==> config.mk <==
export PLATFORM = sky130hd
export DESIGN_NAME = fwd_hazard_unit
export DESIGN_NICKNAME = d
export VERILOG_FILES = /design/src/rtl/mips_pkg.sv /design/src/rtl/fwd_decode.sv /design/src/rtl/fwd_hazard_unit.sv
export SDC_FILE = /design/constraint.sdc
export NUM_CORES = 1
export LEC_CHECK = 0
export BUFFER_PORTS_ARGS = -buffer_cell sky130_fd_sc_hd__buf_2
export CORE_AREA = 2 2 63 65
export DETAILED_ROUTE_END_ITERATION = 16
export DIE_AREA = 0 0 65 67
export GPL_TIMING_DRIVEN = 1
export PLACE_DENSITY = 0.79
export SLEW_MARGIN = 20
export SYNTH_ARGS = -nofsm -noshare
export SYNTH_HDL_FRONTEND = slang
export SYNTH_SLANG_ARGS = --single-unit
export TNS_END_PERCENT = 30
==> constraint.sdc <==
create_clock -name clock -period 5.3 [get_ports clock]
set_input_delay 1.06 -clock clock [delete_from_list [all_inputs] [get_ports clock]]
set_output_delay 1.06 -clock clock [all_outputs]
set_load 0.1 [all_outputs]
==> src/rtl/mips_pkg.sv <==
// rtl/mips_pkg.sv - opcodes, forward-select codes and register constants shared by the hazard unit
package mips_pkg;

  localparam logic [5:0] ALUop   = 6'd0;
  localparam logic [5:0] Jop     = 6'd2;
  localparam logic [5:0] JALop   = 6'd3;
  localparam logic [5:0] BEQ     = 6'd4;
  localparam logic [5:0] ADD_IMM = 6'd8;
  localparam logic [5:0] LW      = 6'd35;
  localparam logic [5:0] SW      = 6'd43;

  localparam logic [1:0] FWD_REG = 2'b00;
  localparam logic [1:0] FWD_WB  = 2'b01;
  localparam logic [1:0] FWD_MEM = 2'b10;

  localparam logic [4:0] REG_ZERO = 5'd0;
  localparam logic [4:0] REG_RA   = 5'd31;

  // A load sitting in EX cannot feed EX/MEM; its value is only usable one stage later.
  function automatic logic [1:0] fwd_sel(input logic ex_hit, input logic ex_ld, input logic mem_hit);
    if (ex_hit && !ex_ld) return FWD_MEM;
    if (mem_hit)          return FWD_WB;
    return FWD_REG;
  endfunction

endpackage

==> src/rtl/fwd_decode.sv <==
// rtl/fwd_decode.sv - combinational decode of destination and source usage for one instruction
module fwd_decode
  import mips_pkg::*;
(
  input  logic [5:0] op,
  input  logic [4:0] rt,
  input  logic [4:0] rd,
  output logic       wr,
  output logic       ld,
  output logic [4:0] dst,
  output logic       use_rs,
  output logic       use_rt
);

  always_comb begin
    wr     = 1'b0;
    ld     = 1'b0;
    dst    = rt;
    use_rs = 1'b0;
    use_rt = 1'b0;
    case (op)
      ALUop: begin
        wr     = 1'b1;
        dst    = rd;
        use_rs = 1'b1;
        use_rt = 1'b1;
      end
      LW: begin
        wr     = 1'b1;
        ld     = 1'b1;
        use_rs = 1'b1;
      end
      ADD_IMM: begin
        wr     = 1'b1;
        use_rs = 1'b1;
      end
      JALop: begin
        wr  = 1'b1;
        dst = REG_RA;
      end
      SW, BEQ: begin
        use_rs = 1'b1;
        use_rt = 1'b1;
      end
      default: ;
    endcase
  end

endmodule

==> src/rtl/fwd_hazard_unit.sv <==
// rtl/fwd_hazard_unit.sv - registered ALU forward selects and load-use stall from a shadow EX/MEM pipeline
module fwd_hazard_unit #(
  parameter int unsigned STALL_CNT_W = 16,
  parameter bit          FWD_R0      = 1'b0
) (
  input  logic                   clock,
  input  logic                   reset_n,
  input  logic                   id_valid,
  input  logic [5:0]             id_op,
  input  logic [4:0]             id_rs,
  input  logic [4:0]             id_rt,
  input  logic [4:0]             id_rd,
  input  logic                   flush,
  output logic [1:0]             fa,
  output logic [1:0]             fb,
  output logic                   stall,
  output logic [STALL_CNT_W-1:0] stall_cnt
);
  import mips_pkg::*;

  logic       id_wr, id_ld, id_use_rs, id_use_rt;
  logic [4:0] id_dst;

  fwd_decode u_id_decode (
    .op     (id_op),
    .rt     (id_rt),
    .rd     (id_rd),
    .wr     (id_wr),
    .ld     (id_ld),
    .dst    (id_dst),
    .use_rs (id_use_rs),
    .use_rt (id_use_rt)
  );

  // No WB shadow is held: forwarding only ever looks at EX/MEM and MEM/WB.
  logic       ex_v, ex_wr, ex_ld;
  logic [4:0] ex_dst;
  logic       mem_v, mem_wr;
  logic [4:0] mem_dst;

  function automatic logic hit(input logic v, input logic w, input logic [4:0] dst, input logic [4:0] src);
    return v && w && ((dst != REG_ZERO) || FWD_R0) && (src == dst);
  endfunction

  logic ex_hit_rs, ex_hit_rt, mem_hit_rs, mem_hit_rt, take;

  assign ex_hit_rs  = hit(ex_v, ex_wr, ex_dst, id_rs);
  assign ex_hit_rt  = hit(ex_v, ex_wr, ex_dst, id_rt);
  assign mem_hit_rs = hit(mem_v, mem_wr, mem_dst, id_rs);
  assign mem_hit_rt = hit(mem_v, mem_wr, mem_dst, id_rt);

  assign stall = id_valid && !flush && ex_v && ex_ld &&
                 ((id_use_rs && ex_hit_rs) || (id_use_rt && ex_hit_rt));
  assign take  = id_valid && !stall && !flush;

  always_ff @(posedge clock or negedge reset_n) begin
    if (!reset_n) begin
      ex_v      <= 1'b0;
      ex_wr     <= 1'b0;
      ex_ld     <= 1'b0;
      ex_dst    <= REG_ZERO;
      mem_v     <= 1'b0;
      mem_wr    <= 1'b0;
      mem_dst   <= REG_ZERO;
      fa        <= FWD_REG;
      fb        <= FWD_REG;
      stall_cnt <= '0;
    end else begin
      mem_v   <= ex_v;
      mem_wr  <= ex_wr;
      mem_dst <= ex_dst;
      ex_v    <= take;
      ex_wr   <= take && id_wr;
      ex_ld   <= take && id_ld;
      ex_dst  <= id_dst;
      fa      <= take ? fwd_sel(ex_hit_rs, ex_ld, mem_hit_rs) : FWD_REG;
      fb      <= take ? fwd_sel(ex_hit_rt, ex_ld, mem_hit_rt) : FWD_REG;
      if (stall && (stall_cnt != '1))
        stall_cnt <= stall_cnt + {{(STALL_CNT_W-1){1'b0}}, 1'b1};
    end
  end

endmodule

Word-level counts from Yosys, hierarchy flattened --
Cells that the tools add are included.
Word-level totals: input bits 25, logic and storage cells 73, output and inout bits 21, bits in registers 35
Operators by class: multiplexer cells 21, eq/ne operators 10, add/sub/neg operators 1, reductions and logical operators 31
Operator list (count):
- 1-bit logical AND | 21
- 5-bit equality test | 4
- 2-bit two-way mux | 10
- 16-bit by 1-bit adder with 16-bit output, second input constant | 1
- 16-bit != test, second input constant | 1
- 6-bit equality test, second input constant | 2
- 1-bit two-way mux | 10
- 5-bit one-hot mux with 2 select lines | 1
- 5-bit nonzero test | 2
- 6-bit by 2-bit equality test with 1-bit output, second input constant | 1
- 6-bit by 3-bit equality test with 1-bit output, second input constant | 1
- 6-bit by 4-bit equality test with 1-bit output, second input constant | 1
- 6-bit zero test | 1
- 5-bit OR reduction | 1
- 4-bit OR reduction | 1
- 1-bit zero test | 3
- 3-bit OR reduction | 1
- 1-bit logical OR | 1

Longest topological paths before layout --
Gate-level depths: netlist (run 1).
word-level depth 10, depth in mapped cells 8, mapped depth without buffers 7

Hierarchy --
From an unflattened synthesis (run 1), not the netlist that was laid out.
Unflattened totals: cell total of the unflattened synthesis 177, area total of the unflattened synthesis 1861.8 um2
By module, submodules not included:
- fwd_hazard_unit | cells an instance 146, area an instance 1666.6 um2, seq. area each 875.8 um2, times used 1
- fwd_decode | cells an instance 31, area an instance 195.2 um2, seq. area each 0.0 um2, times used 1

Worst setup path before layout (run 1) --
OpenSTA, ideal clock, no wires.
kind input to output, start input id_op[1], end output stall, path buffers 0, data required time 4.240 ns, path slack 1.584 ns, arrival time 2.656 ns, stages 4, path through or3_1 o21a_1 nor3b_1 o21a_1
Between the ends: longest elaborated chain between the ends 6, elaborated cells on any way between the ends 13, those cells by class 4 x eq/ne; 2 x mux; 7 x reduce/logical
RTL lines:
- start, declared | RTL line fwd_hazard_unit.sv:9 | input logic [5:0] id_op,
- 6-bit equality test (tied with other cells) | RTL line fwd_decode.sv:21 | case (op)
- 5-bit OR reduction (no line) / 3-bit OR reduction (equally long branches)
- 1-bit two-way mux | RTL line fwd_decode.sv:21
- 1-bit logical AND | RTL line fwd_hazard_unit.sv:53 | ((id_use_rs && ex_hit_rs) || (id_use_rt && ex_hit_rt));
- 1-bit logical OR * | RTL line fwd_hazard_unit.sv:53
- 1-bit logical AND * | RTL line fwd_hazard_unit.sv:52 | assign stall = id_valid && !flush && ex_v && ex_ld &&
- end, declared | RTL line fwd_hazard_unit.sv:16 | output logic stall,
Mark *: on every way between the ends. The rest lies on a longest branch, timed or not.

Worst setup path in the final report (run 1) --
Same ends and word-level chain as after synthesis.

==> impl_metrics.yaml, run 1 <==
run_status:
  status: "completed"
logic_synthesis:
  post_synth_inst_count: 163
  synthDominantCellAreaShare_pct: 49.7
  synth.avg_cell_area_um2: 10.8
  edff_count_synth: 0
  netlist_top_cells_area: "dfrtp_1 (50%), xnor2_1 (8.9%), xor2_1 (8.0%)"
  synth_top_area_cell: "dfrtp_1"
  cell_area_synth_mm2: 0.00176
  async_flop_share_pct: 100
  synth_top_flop_cell: "dfrtp_1"
  ys.warnings.count: 0
  synthDistinctLibCells: 33
  synth_seq_area_share_pct: 49.7
  ys_seq_elements: 35
  synth_fp_nets: 189
sta:
  post-route-period-util_pct: 70.5
  finalHoldViolCount: 0
  worst_slew_margin_rel_pct: 36.6
  grt_setup_unrepaired: "false"
  finalMaxSlewViolations: 0
  worst_margin_slew_ns: 0.947
  fin_worst_skew_ns: 0.00427
  setup_violations: 0
  layout_min_cycle_time_ns: 3.74
  timing.fmax_mhz: 268
  finalHoldWorstSlack_ns: 0.414
  final.setup.tns_ns: 0
setup_path:
  worstSetupEndpointType: "output pin"
  timing_worst_setup_path_type: "in2out"
  worstPathMaxFanout: 4
  worst_ep_required_time_ns: 4.24
  arrival_ns: 2.68
  critPathLaunchType: "primary input"
clock_network:
  cts_made_buffers: 5
  worst_setup_hold_path_clk_slew_ns: 0.07
  cts-root-to-sink-buffers: 2
  cts.repair.resized: 0
  cts-root-buf: "clkbuf_8"
  tritoncts: "yes"
  cts.sink_count: 35
  worstSkewPairLatency_ns: 0.29
  post-cts-setup-buffer-count: 0
  holdBufCountCts: 0
  cts-htree-levels: 2
finish:
  layout.cell_area.non_filler_mm2: 0.00213
  ff_latch_area_um2: 876
  final_cells: 262
  multi_input_combinational_cell_area_um2: 877
  fill_cells: 319
  synthToLayoutAreaGrowth_pct: 21.0
  layout_common_cells: "buf_2 (45), dfrtp_1 (35), nand2_1 (19), xnor2_1 (18), xor2_1 (16)"
  num-nets-final: 239
  final_core_utilization_pct: 59.1
  post_route_cells_drive_above_1_share_pct: 29.4
  leading_cell_type_in_the_layout_fill_and_taps_excluded: "buf_2"
  insertedDiodeCount: 0
die:
  core.rowCount: 22
  chipHeight_um: 67
  core_area_mm2: 0.00361
  top_level_ports: 46
  die_width_um: 65
  initial_utilization_pct: 48.9
  fp.dieArea_mm2: 0.00436
routing:
  detailroute.via_count: 1348
  drcViolationCount: 0
  ant_nets: 0
  wirelength_um: 3340
  vias_per_cell: 5.15
  drt_first_iter_violations: 57
  dr.pass1.iters: 4
  wire_per_inst_um: 12.8
pwr:
  p_sw_uw: 133
  vdd_ir_drop_max_v: 0.000161
  seq_power_share_pct: 53.4
  power.density_cell_area_mw_per_mm2: 245
  internal_power_uw: 388
  p_comb_share_pct: 8.7
  p_leak_uw: 0.00109
  power.switching_fraction_pct: 25.6
  power_frac_clock_pct: 37.9
global_route:
  grt_antenna_before_repair: 0
  total_routing_usage_reported_by_global_routing_pct: 18.3
  grt_pass1_vias: 1352
  first_pass_grt_wire_length_um: 5890
  largest_net_degree_at_the_start_of_global_routing: 36
  overflow: 0
worst_hold_path:
  hp-class: "reg2reg"
flow_run:
  drv_cap: 0
placed_design:
  post-place-cells: 254
  hpwlAfterDp_um: 2630
  portBuffers: 45
  gp_congestion: 0.807
  placed_area_mm2: 0.00204
==> per-layer routing <==
layer / wire length [um] / up-vias / track usage [%]
li1: - / 674 / -
met4: 53 / 0 / 6.38
met3: 178 / 6 / 6.08
met1: 1510 / 631 / 21.3
met5: 0 / - / 0
met2: 1600 / 37 / 31.4
==> flip-flops by register name (all words and copies together), names as in the netlist <==
name       flops
stall_cnt     16
ex_ld          1
ex_v           1
fa             2
mem_wr         1
fb             2
mem_dst        5
mem_v          1
ex_dst         5
ex_wr          1
==> critical path, cell delays in order <==
cell and delay (ns):
buf_2 0.11, or3_1 0.41, o21a_1 0.22, nor3b_1 0.28, o21a_1 0.18, buf_2 0.42
==> kinds of logic after synthesis <==
kind of cell	Yosys count	synth area share (%)
XOR/XNOR	34	16.9
flip-flops	35	49.7
buffers and inverters	2	0.497
AO/OA/AOI/OAI	7	3.91
multiplexers	8	4.69
adder cells (fa/ha/maj)	1	0.710
AND/OR/NAND/NOR	76	23.6
==> metrics by stage <==
step	worst slack [ns]	total power, uW
final	1.56	522
after global routing	1.43	552
after CTS	1.57	530
after detailed placement	1.58	330
after global placement	1.61	330
after floorplan	1.58	308
==> path summary, 6_finish.rpt <==
check | from | end | slack (ns) | cells past startpoint
min in group asynchronous | reset_n | stall_cnt[3] | 0.83 | 1
hold reg to reg | ex_wr | mem_wr | 0.41 | 0
setup / recovery | id_op[1] | stall | 1.56 | 6
max in group asynchronous | reset_n | ex_ld | 3.98 | 1
setup reg to reg | stall_cnt[0] | stall_cnt[1] | 2.74 | 6
hold / removal | ex_wr | mem_wr | 0.41 | 0
==> synthesized netlist by cell type, types with 2 or more instances <==
cell,count
a2111oi_2,2
and3_1,6
dfrtp_1,35
mux2_2,2
mux2i_1,6
nand2_1,19
nand3_1,10
nand4_1,3
nand4b_1,2
nor2_1,11
nor2b_1,2
nor3_1,7
nor4_1,2
o21a_1,2
or4_1,3
or4_4,2
xnor2_1,18
xor2_1,16
==> area by class of cell <==
type,count,share of cell area [%]
multi-input cells,126,41.2
flip-flops and latches,35,41.1
repair buffers,45,10.6
clock buffers,5,3.23
well taps,48,2.82
clock inverters,3,1.12
==> power by group through the flow <==
stage | Sequential [uW] | Combinational (uW) | Clock [uW]
finish | 279 | 45.3 | 198
CTS | 279 | 46.2 | 205
global route | 279 | 51.7 | 221
detailed placement | 284 | 46.1 | 0
global placement | 284 | 45.7 | 0
floorplan | 283 | 24.7 | 0
Note: power is estimated with default switching activity, not from simulation.
==> run 2: changes to the inputs <==
--- a/config.mk
+++ b/config.mk
@@ -5,12 +5,13 @@
 export SDC_FILE = /design/constraint.sdc
 export NUM_CORES = 1
 export LEC_CHECK = 0
+export ABC_AREA = 1
 export BUFFER_PORTS_ARGS = -buffer_cell sky130_fd_sc_hd__buf_2
-export CORE_AREA = 2 2 63 65
+export CORE_AREA = 2 2 71 73
 export DETAILED_ROUTE_END_ITERATION = 16
-export DIE_AREA = 0 0 65 67
+export DIE_AREA = 0 0 73 75
 export GPL_TIMING_DRIVEN = 1
-export PLACE_DENSITY = 0.79
+export PLACE_DENSITY = 0.78
 export SLEW_MARGIN = 20
 export SYNTH_ARGS = -nofsm -noshare
 export SYNTH_HDL_FRONTEND = slang
==> constraint.sdc (replaced) <==
create_clock -name clock -period 3.3 [get_ports clock]
set_input_delay 0.66 -clock clock [delete_from_list [all_inputs] [get_ports clock]]
set_output_delay 0.66 -clock clock [all_outputs]
set_load 0.1 [all_outputs]
==> run 2 against run 1 <==
Against the previous run:
- first-iteration DRC count grew 110%
- critical endpoint unchanged
- wire length grew 42%
- cell count rose by 55%
- highest routed layer unchanged
- critical path type unchanged
- final area grew 20%
- worst hold slack worse by 0.031 ns
- combinational power is 75% higher
==> impl_metrics.yaml, run 2 <==
clock_network:
  cts.repair.resized: 0
  cts.sink_count: 35
  worstSkewPairLatency_ns: 0.29
  post-cts-setup-buffer-count: 0
  worst_setup_hold_path_clk_slew_ns: 0.06
  cts-htree-levels: 2
  holdBufCountCts: 0
  cts-root-buf: "clkbuf_8"
  tritoncts: "yes"
  cts_made_buffers: 5
  cts-root-to-sink-buffers: 2
pwr:
  p_leak_uw: 0.00144
  finalPower_uw: 824
  vdd_ir_drop_max_v: 0.000221
  power.density_cell_area_mw_per_mm2: 322
sta:
  worst_slew_margin_rel_pct: 49.0
  timing.fmax_mhz: 371
  post-route-period-util_pct: 81.6
  setup_violations: 0
  finalMaxSlewViolations: 0
  layout_min_cycle_time_ns: 2.69
  final.setup.tns_ns: 0
  fin_worst_skew_ns: 0.00711
  grt_setup_unrepaired: "false"
  finalHoldViolCount: 0
  worst_margin_slew_ns: 0.765
worst_hold_path:
  hp-class: "reg2reg"
logic_synthesis:
  synth_seq_area_share_pct: 39.7
  synthMostInstantiatedCell: "nand2_1"
  ys.warnings.count: 0
  ys_seq_elements: 35
  synth_top_cells_by_count: "nand2_1 (84), inv_1 (42), dfrtp_1 (35)"
  cell_area_synth_mm2: 0.00221
  synthDistinctLibCells: 25
  async_flop_share_pct: 100
  synth_fp_nets: 327
  post_synth_inst_count: 301
  synthDominantCellAreaShare_pct: 39.7
  edff_count_synth: 0
  synth_top_flop_cell: "dfrtp_1"
  netlist_top_cells_area: "dfrtp_1 (40%), nand2_1 (14%), inv_1 (7.1%)"
  synth_top_area_cell: "dfrtp_1"
  synth.avg_cell_area_um2: 7.34
run_status:
  status: "completed"
placed_design:
  gp_congestion: 0.857
  portBuffers: 45
  hpwlAfterDp_um: 3670
setup_path:
  critPathLaunchType: "primary input"
  worst_ep_required_time_ns: 2.64
  timing_worst_setup_path_type: "in2out"
  worstSetupEndpointType: "output pin"
  arrival_ns: 2.03
  ff2ff_setup_slack_ns: 1.41
  worstPathMaxFanout: 4
finish:
  post_route_cells_drive_above_1_share_pct: 18.8
  insertedDiodeCount: 0
  top_reg_by_flops: "stall_cnt"
  num-nets-final: 376
  largestRegisters: "stall_cnt x16, ex_dst x5, mem_dst x5"
  leading_cell_type_in_the_layout_fill_and_taps_excluded: "nand2_1"
  layout_common_cells: "nand2_1 (84), buf_2 (45), inv_1 (42), dfrtp_1 (35), nor2_1 (31)"
  synthToLayoutAreaGrowth_pct: 15.8
  largest_register_ff_count: 16
global_route:
  grt_pass1_vias: 1956
  overflow: 0
  grt_antenna_before_repair: 0
  first_pass_grt_wire_length_um: 8120
  total_routing_usage_reported_by_global_routing_pct: 19.2
  largest_net_degree_at_the_start_of_global_routing: 36
routing:
  ant_nets: 0
  vias_per_cell: 5.03
  drcViolationCount: 0
  wire_per_inst_um: 11.7
  detailroute.via_count: 2038
  wirelength_um: 4750
  drt_first_iter_violations: 118
  dr.pass1.iters: 4
die:
  fp.dieArea_mm2: 0.00548
  top_level_ports: 46
  initial_utilization_pct: 47.4
  core.rowCount: 25
  core_area_mm2: 0.00466
  die_width_um: 73
  chipHeight_um: 75
flow_run:
  drv_cap: 0
run 2: routing by layer:
metal	vias up	routed length (um)	track usage [%]
li1	1057	-	-
met1	927	1990	22.3
met2	47	2540	35.5
met3	7	155	3.21
met4	0	63	7.20
met5	-	0	0
run 2: power breakdown:
group | internal [uW] | switching, uW | total (uW)
clock network | 148 | 148 | 296
registers | 439 | 11.0 | 450
logic | 32.7 | 46.6 | 79.3
run 2: logic make-up after synthesis:
kind of cell	count (synthesis)	synth area share, %
buf+inv	48	9.12
simple gates	181	38.5
flops	35	39.7
fa+ha+maj	1	0.566
compound gates	13	3.06
xor+xnor	23	9.12
run 2: worst max-delay path, stage by stage:
cell and delay (ns):
buf_2 0.11, nor2_1 0.18, nand3_1 0.12, nand2_1 0.09
inv_1 0.04, nand2_1 0.06, nand3_1 0.08, nand2_1 0.14
nand2_4 0.08, inv_1 0.05, buf_2 0.41
run 2: path summary, 6_finish.rpt:
kind,to,depth (start not counted),startpoint
max,stall,11,id_op[2]
min,mem_wr,0,ex_wr
max reg2reg,stall_cnt[4],9,ex_dst[0]
min reg2reg,mem_wr,0,ex_wr
max in group asynchronous,stall_cnt[9],1,reset_n
min in group asynchronous,stall_cnt[12],1,reset_n
run 2: layout make-up:
| class | count | area, um^2 |
|---|---|---|
| clock inverters | 1 | 5.00 |
| inverters | 43 | 161 |
| multi-input cells | 218 | 1130 |
| fillers | 452 | 2100 |
| clock buffers | 7 | 76.3 |
| flip-flops and latches | 35 | 876 |
| repair buffers | 47 | 240 |
| well taps | 54 | 67.6 |
run 2: stage by stage:
step / utilization (%) / worst slack, ns / hold WS, ns / std cells / cell area, um^2
floorplan: - / 0.599 / 0.354 / 301 / 2210
global placement: 53.1 / 0.641 / 0.360 / 397 / 2480
detailed placement: 53.1 / 0.603 / 0.369 / 397 / 2480
CTS: 54.9 / 0.602 / 0.386 / 405 / 2560
global route: 54.9 / 0.467 / 0.390 / 405 / 2560
finish: 54.9 / 0.606 / 0.383 / 405 / 2560
